[src/rtl/awgn_pkg.sv]
// Shared constants and types for the AWGN chain: URNG word width, default CLT
// configuration and the Gaussian sample type reused by later comparison stages.
package awgn_pkg;

  localparam int URNG_W    = 32;
  localparam int UW_DEF    = 16;
  localparam int LOG2N_DEF = 4;
  localparam int OW_DEF    = UW_DEF + LOG2N_DEF;

  typedef logic signed [OW_DEF-1:0] gauss_sample_t;

endpackage

[src/rtl/clt_gauss_accum.sv]
// Central-limit Gaussian approximator: sums 2^LOG2N uniform words, removes the
// mean by flipping the MSB and presents the result through a valid/ready register.
module clt_gauss_accum
  import awgn_pkg::*;
#(
  parameter int  UW    = UW_DEF,
  parameter int  LOG2N = LOG2N_DEF,
  localparam int OW    = UW + LOG2N
) (
  input  logic                 clock,
  input  logic                 reset_n,
  input  logic [URNG_W-1:0]    rnd_in,
  input  logic                 rnd_valid,
  output logic signed [OW-1:0] out_data,
  output logic                 out_valid,
  input  logic                 out_ready,
  output logic [15:0]          drop_cnt
);

  localparam int N = 1 << LOG2N;

  logic [OW-1:0]    acc_q, acc_d;
  logic [LOG2N-1:0] cnt_q, cnt_d;
  logic [OW-1:0]    out_data_q, out_data_d;
  logic             out_valid_q, out_valid_d;
  logic [15:0]      drop_q, drop_d;

  logic [OW-1:0]    u_s;
  logic [OW-1:0]    sum_s;
  logic             last_s;
  logic             blocked_s;
  logic             accept_s;

  assign u_s       = {{LOG2N{1'b0}}, rnd_in[URNG_W-1 -: UW]};
  assign sum_s     = acc_q + u_s;
  assign last_s    = (cnt_q == LOG2N'(N - 1));
  assign blocked_s = last_s && out_valid_q && !out_ready;
  assign accept_s  = rnd_valid && !blocked_s;

  // The low word bits carry no information for this stage.
  generate
    if (UW < URNG_W) begin : g_unused_low
      logic unused_low_s;
      assign unused_low_s = ^rnd_in[URNG_W-1-UW:0];
    end
  endgenerate

  // Next-state: accumulate, load the output on the Nth sample, handshake, drops.
  always_comb begin
    acc_d       = acc_q;
    cnt_d       = cnt_q;
    out_data_d  = out_data_q;
    out_valid_d = out_valid_q;
    drop_d      = drop_q;

    if (accept_s && last_s) begin
      // Flipping the MSB subtracts N*2^(UW-1) exactly.
      out_data_d  = {~sum_s[OW-1], sum_s[OW-2:0]};
      out_valid_d = 1'b1;
      acc_d       = '0;
      cnt_d       = '0;
    end else if (accept_s) begin
      acc_d = sum_s;
      cnt_d = cnt_q + LOG2N'(1);
      if (out_valid_q && out_ready) begin
        out_valid_d = 1'b0;
      end else begin
        out_valid_d = out_valid_q;
      end
    end else if (out_valid_q && out_ready) begin
      out_valid_d = 1'b0;
    end else begin
      out_valid_d = out_valid_q;
    end

    if (rnd_valid && blocked_s && (drop_q != 16'hFFFF)) begin
      drop_d = drop_q + 16'd1;
    end else begin
      drop_d = drop_q;
    end
  end

  // State register with synchronous active-low reset.
  always_ff @(posedge clock) begin
    if (!reset_n) begin
      acc_q       <= '0;
      cnt_q       <= '0;
      out_data_q  <= '0;
      out_valid_q <= 1'b0;
      drop_q      <= 16'd0;
    end else begin
      acc_q       <= acc_d;
      cnt_q       <= cnt_d;
      out_data_q  <= out_data_d;
      out_valid_q <= out_valid_d;
      drop_q      <= drop_d;
    end
  end

  assign out_data  = out_data_q;
  assign out_valid = out_valid_q;
  assign drop_cnt  = drop_q;

endmodule

[config.mk]
export PLATFORM = sky130hd
export DESIGN_NAME = clt_gauss_accum
export DESIGN_NICKNAME = d
export VERILOG_FILES = /design/src/rtl/awgn_pkg.sv /design/src/rtl/clt_gauss_accum.sv
export SDC_FILE = /design/constraint.sdc
export NUM_CORES = 1
export LEC_CHECK = 0
export ABC_AREA = 1
export CORE_ASPECT_RATIO = 1.5
export CORE_MARGIN = 2
export CORE_UTILIZATION = 50
export DETAILED_ROUTE_END_ITERATION = 8
export PLACE_DENSITY = 0.85
export SYNTH_ARGS = -nofsm -noshare
export SYNTH_HDL_FRONTEND = slang
export SYNTH_SLANG_ARGS = --single-unit
[constraint.sdc]
create_clock -name clock -period 4.25 [get_ports clock]
set_input_delay 0.85 -clock clock [delete_from_list [all_inputs] [get_ports clock]]
set_output_delay 0.85 -clock clock [all_outputs]
set_load 0.02 [all_outputs]
### Yosys cells after proc, flatten, opt, wreduce, memory -nomap -nowiden

Index checks and enable logic that the tools add are counted.

* add/sub/neg operators: 3
* eq/ne operators: 2
* mux-type cells: 2
* bitwise operators: 2
* reduce and logical (&&, ||, !) cells: 11

Operator list (count)
* $add A20 B16 Y20: 1
* $add A16 B1 Y16 const B: 1
* $ne A16 B16 Y1 const B: 1
* $logic_and A1 B1 Y1: 7
* $add A4 B1 Y4 const B: 1
* $eq A4 B4 Y1 const B: 1
* $logic_not A1 Y1: 2
* $mux W1: 2
* $not A1 Y1: 2
* $reduce_bool A2 Y1: 1
* $reduce_or A2 Y1: 1

* bits in registers: 61
* input port bits: 36
* output and inout bits: 37

### Longest topological paths before layout

* depth after elaboration: 7
* depth in mapped cells: 14
* mapped depth without buffers: 14

### Worst setup path before layout

No wires, ideal clock.

* path type: input to register
* from: input port rnd_in[16]
* to: register acc_q[12]
* setup time: 0.109 ns
* arrival: 2.198 ns
* required time: 4.141 ns
* slack: 1.944 ns
* cell stages on the path: 12
* path buffers: 0
* cells stage by stage: ha_1 fa_1 nand3_1 nand3_1 nand2_1 nand2_1 nand2_1 nand3b_1 nand2_1 nand2_1 nand2_1 inv_1

* word-level cells in the longest chain between the ends: 1

RTL lines
* from (decl): line clt_gauss_accum.sv:12 `input logic [URNG_W-1:0] rnd_in,`
* $add A20 B16 Y20: line clt_gauss_accum.sv:35 `assign sum_s = acc_q + u_s;`
* to (signal assigned): line clt_gauss_accum.sv:86 `acc_q <= '0;`
* to (signal assigned): line clt_gauss_accum.sv:92 `acc_q <= acc_d;`
* to (decl): line clt_gauss_accum.sv:22 `logic [OW-1:0] acc_q, acc_d;`

Every way passes these cells.
A chain may end at the register's enable or synchronous reset.

### Worst setup path after layout

* from: input port out_ready
* to: register acc_q[7]

* word-level cells in the longest chain between the ends: 6

RTL lines
* from (decl): line clt_gauss_accum.sv:16 `input logic out_ready,`
* $logic_not A1 Y1 (*): line clt_gauss_accum.sv:37 `assign blocked_s = last_s && out_valid_q && !out_ready;`
* $logic_and A1 B1 Y1 (*): line clt_gauss_accum.sv:37
* $logic_not A1 Y1 (*): line clt_gauss_accum.sv:38 `assign accept_s = rnd_valid && !blocked_s;`
* $logic_and A1 B1 Y1 (*): line clt_gauss_accum.sv:38
* $logic_and A1 B1 Y1: line clt_gauss_accum.sv:56 `if (accept_s && last_s) begin`
* $reduce_or A2 Y1 (no source line)

Every way passes the cells marked *; elsewhere a longest branch is shown, timed or not.

==> flow_metrics.tcl <==
set metrics [dict create \
    status "completed" \
    synth-seq-cells 61 \
    final_util_pct 61.9 \
    powerDensity_nw_per_um2 317 \
    ff2ff_setup_slack_ns 1.96 \
    clkTransAtPathRegs_ns 0.07 \
    ff_latch_area_sq_um 1220 \
    yosys_warnings 0 \
    p_switching_w 0.000423 \
    hold_path_class "flip-flop to flip-flop" \
    antenna_found_initial 0 \
    syn-num-nets 612 \
    multi_input_area_sq_um 2080 \
    drtPass1Iterations 5 \
    cts_tree "done" \
    tns_ns 0 \
    max_freq_mhz 372 \
    whs_path_depth 2 \
    grtUsageTotal_pct 22.8 \
    clkPwrFrac_pct 35.8 \
    wirelength_um 8540 \
    hold_buffers 0 \
    start_kind "input port" \
    fillCellCount 669 \
    numCtsBuffers 9 \
    worst_path_max_delay_cell "clkdlybuf4s50_1" \
    cp_cell_sequence "clkdlybuf4s50_1 > inv_1 > nand2_1 > inv_1 > nand2_2 > nand2_4 > inv_4 > nand2_4 > nand2_4 > clkinv_4 > o21ai_1 > a21o_1 > inv_1" \
    grt_overflow 0 \
    die_w_um 73.8 \
    drt_iter0_drc 194 \
    p_total_w 0.00141 \
    tightest_slew_ns 0.494 \
    syn_area_sq_um 3660 \
    grt_pass1_vias 3455 \
    grt_max_degree 37 \
    reg2regPathDepth 12 \
    final_cell_mix "nand2_1 (193), inv_1 (62), dfxtp_1 (61)" \
    clock_skew_ns 0.00965 \
    yosysUniqueCellTypes 35 \
    hpwlAfterDp_um 6330 \
    drc 0 \
    r2r_start "cnt_q[0]$_SDFFE_PP0N_" \
    cp.depth 13 \
    die-area_sq_um 8030 \
    cts_buffer_depth 2 \
    area_growth_pct 21.5 \
    relSlewSlack_pct 67.0 \
    worstPathMaxFanout 36 \
    io_buffers 56 \
    vias_per_cell 5.02 \
    hold_path_startpoint "out_data[8]$_SDFFE_PN0P_" \
    crit_family "buffers and inverters" \
    rr_endpoint "acc_q[7]$_SDFFE_PP0N_" \
    crit_buf_inv 6 \
    p_sw_share_pct 30.1 \
    gp_congestion 0.948 \
    synth-seq-area-share_pct 33.4 \
    min_period_over_period_pct 63.3 \
    p_leak_nw 2.03 \
    hold-path-endpoint "out_data[8]$_SDFFE_PN0P_" \
    die_height_um 109 \
    core-area_sq_um 7180 \
    clk_latency_ns 0.34 \
    worstPathArrival_ns 2.92 \
    cts.sinks 61 \
    min_period_ns 2.69 \
    mostFrequentLayoutCell "nand2_1" \
    num_rows 38 \
    num_io_pins 73 \
    start_util_pct 50.9 \
    finalSetupViolCount 0 \
    pwr-share-comb_pct 21.1 \
    required_ns 4.48 \
    antenna_cells 0 \
    drive_gt1_share_pct 5.53 \
    vias 3587 \
    cts-resized-gates 0 \
    hold_violations 0 \
    ant_nets 0 \
    crit_path_max_incr_delay_ns 0.46 \
    ir_drop_mv 0.134 \
    routedWlPerCell_um 11.9 \
    critPathKind "input port to flip-flop" \
    rsz0062_at_grt "false" \
    p_seq_share_pct 43.1 \
    endpoint_kind "flip-flop" \
    p_int_w 0.000985 \
    grt_pass1_wl_um 14400 \
    h-tree-depth 3 \
    max-cap-violations 0 \
    syn_inst 557 \
    nets 667 \
    root_buffer "clkbuf_8" \
    drv_slew 0 \
    avgSynthCellArea_sq_um 6.56 \
    post_cts_buffers 0 \
]
-- cell type report --
type                    count  share of cell area (%)
clock inverters             4                    1.13
repair buffers             56                    12.6
inverters                  69                    6.00
multi-input cells         415                    46.9
flip-flops and latches     61                    27.5
well taps                 100                    2.82
clock buffers              10                    3.10
-- worst max-delay path by stage --
stage,start,to,slack [ns]
final,out_ready,acc_q[7]$_SDFFE_PP0N_,1.56
after global routing,out_ready,acc_q[7]$_SDFFE_PP0N_,1.40
after CTS,out_ready,acc_q[7]$_SDFFE_PP0N_,1.55
after detailed placement,out_ready,acc_q[7]$_SDFFE_PP0N_,1.20
after global placement,out_ready,acc_q[7]$_SDFFE_PP0N_,1.27
after floorplan,rnd_in[16],acc_q[12]$_SDFFE_PP0N_,1.94
-- cells by family (layout without fill, tap and decap cells) --
logic type	count (synthesis)	after routing	synth area share, %
xor gates and xnor gates	17	17	4.07
and+or+nand+nor	309	309	35.5
adders and majority gates	19	19	6.71
DFF	61	61	33.4
AOI/OAI and AO/OA	70	70	10.6
buffers and inverters	81	139	9.65
-- synth_stat cells, drive strengths merged --
master,count,area (sq um)
nand2,198,771
inv,68,258
dfxtp,61,1220
nor2,59,245
a21oi,40,200
nand3,37,190
o21ai,22,110
ha,18,225
xnor2,9,78.8
buf,8,71.3
nor3,8,45.0
xor2,8,70.1
clkbuf,4,15.0
a22o,3,26.3
o211ai,3,37.5
nand3b,2,15.0
a21o,1,7.51
and2,1,6.26
and3,1,6.26
clkinv,1,8.76
fa,1,20.0
nand4,1,6.26
nor3b,1,7.51
o21bai,1,7.51
or2,1,6.26
-- sequential cells by signal, indices dropped and copies added (netlist names) --
name       count
out_data      20
out_valid      1
drop_cnt      16
cnt_q          4
acc_q         20
-- power groups by stage --
stage	sequential, W	combinational (W)	clock [W]
after floorplan	0.000616	0.000227	0
after global placement	0.000619	0.000285	0
after detailed placement	0.000620	0.000292	0
after CTS	0.000607	0.000295	0.000511
after global routing	0.000609	0.000338	0.000531
final	0.000607	0.000297	0.000504
-- layer usage --
metal  part of all wire (%)  up-vias  GRT usage (%)
li1                       -     1861              -
met1                     41     1604           23.5
met2                     51       99           41.9
met3                    4.6       23           3.88
met4                    2.8        0           12.9
met5                      0        -              0
-- metrics by stage --
| step | setup slack (ns) | hold slack [ns] | instances | instance area (sq um) |
|---|---|---|---|---|
| global placement | 1.27 | 0.436 | 701 | 4260 |
| global route | 1.40 | 0.486 | 715 | 4440 |
| detailed placement | 1.20 | 0.442 | 701 | 4260 |
| finish | 1.56 | 0.455 | 715 | 4440 |
| CTS | 1.55 | 0.458 | 715 | 4440 |
| floorplan | 1.94 | 0.422 | 557 | 3660 |
-- worst register-to-register path, delay by kind of cell, from the launching register on --
kind	cells	cell delay, ns
and+or+nand+nor	5	0.64
AOI/OAI and AO/OA	2	0.25
buffers and inverters	4	0.74
adders and majority gates	1	0.22
DFF	1	0.34
(Power assumes the default switching activity.)
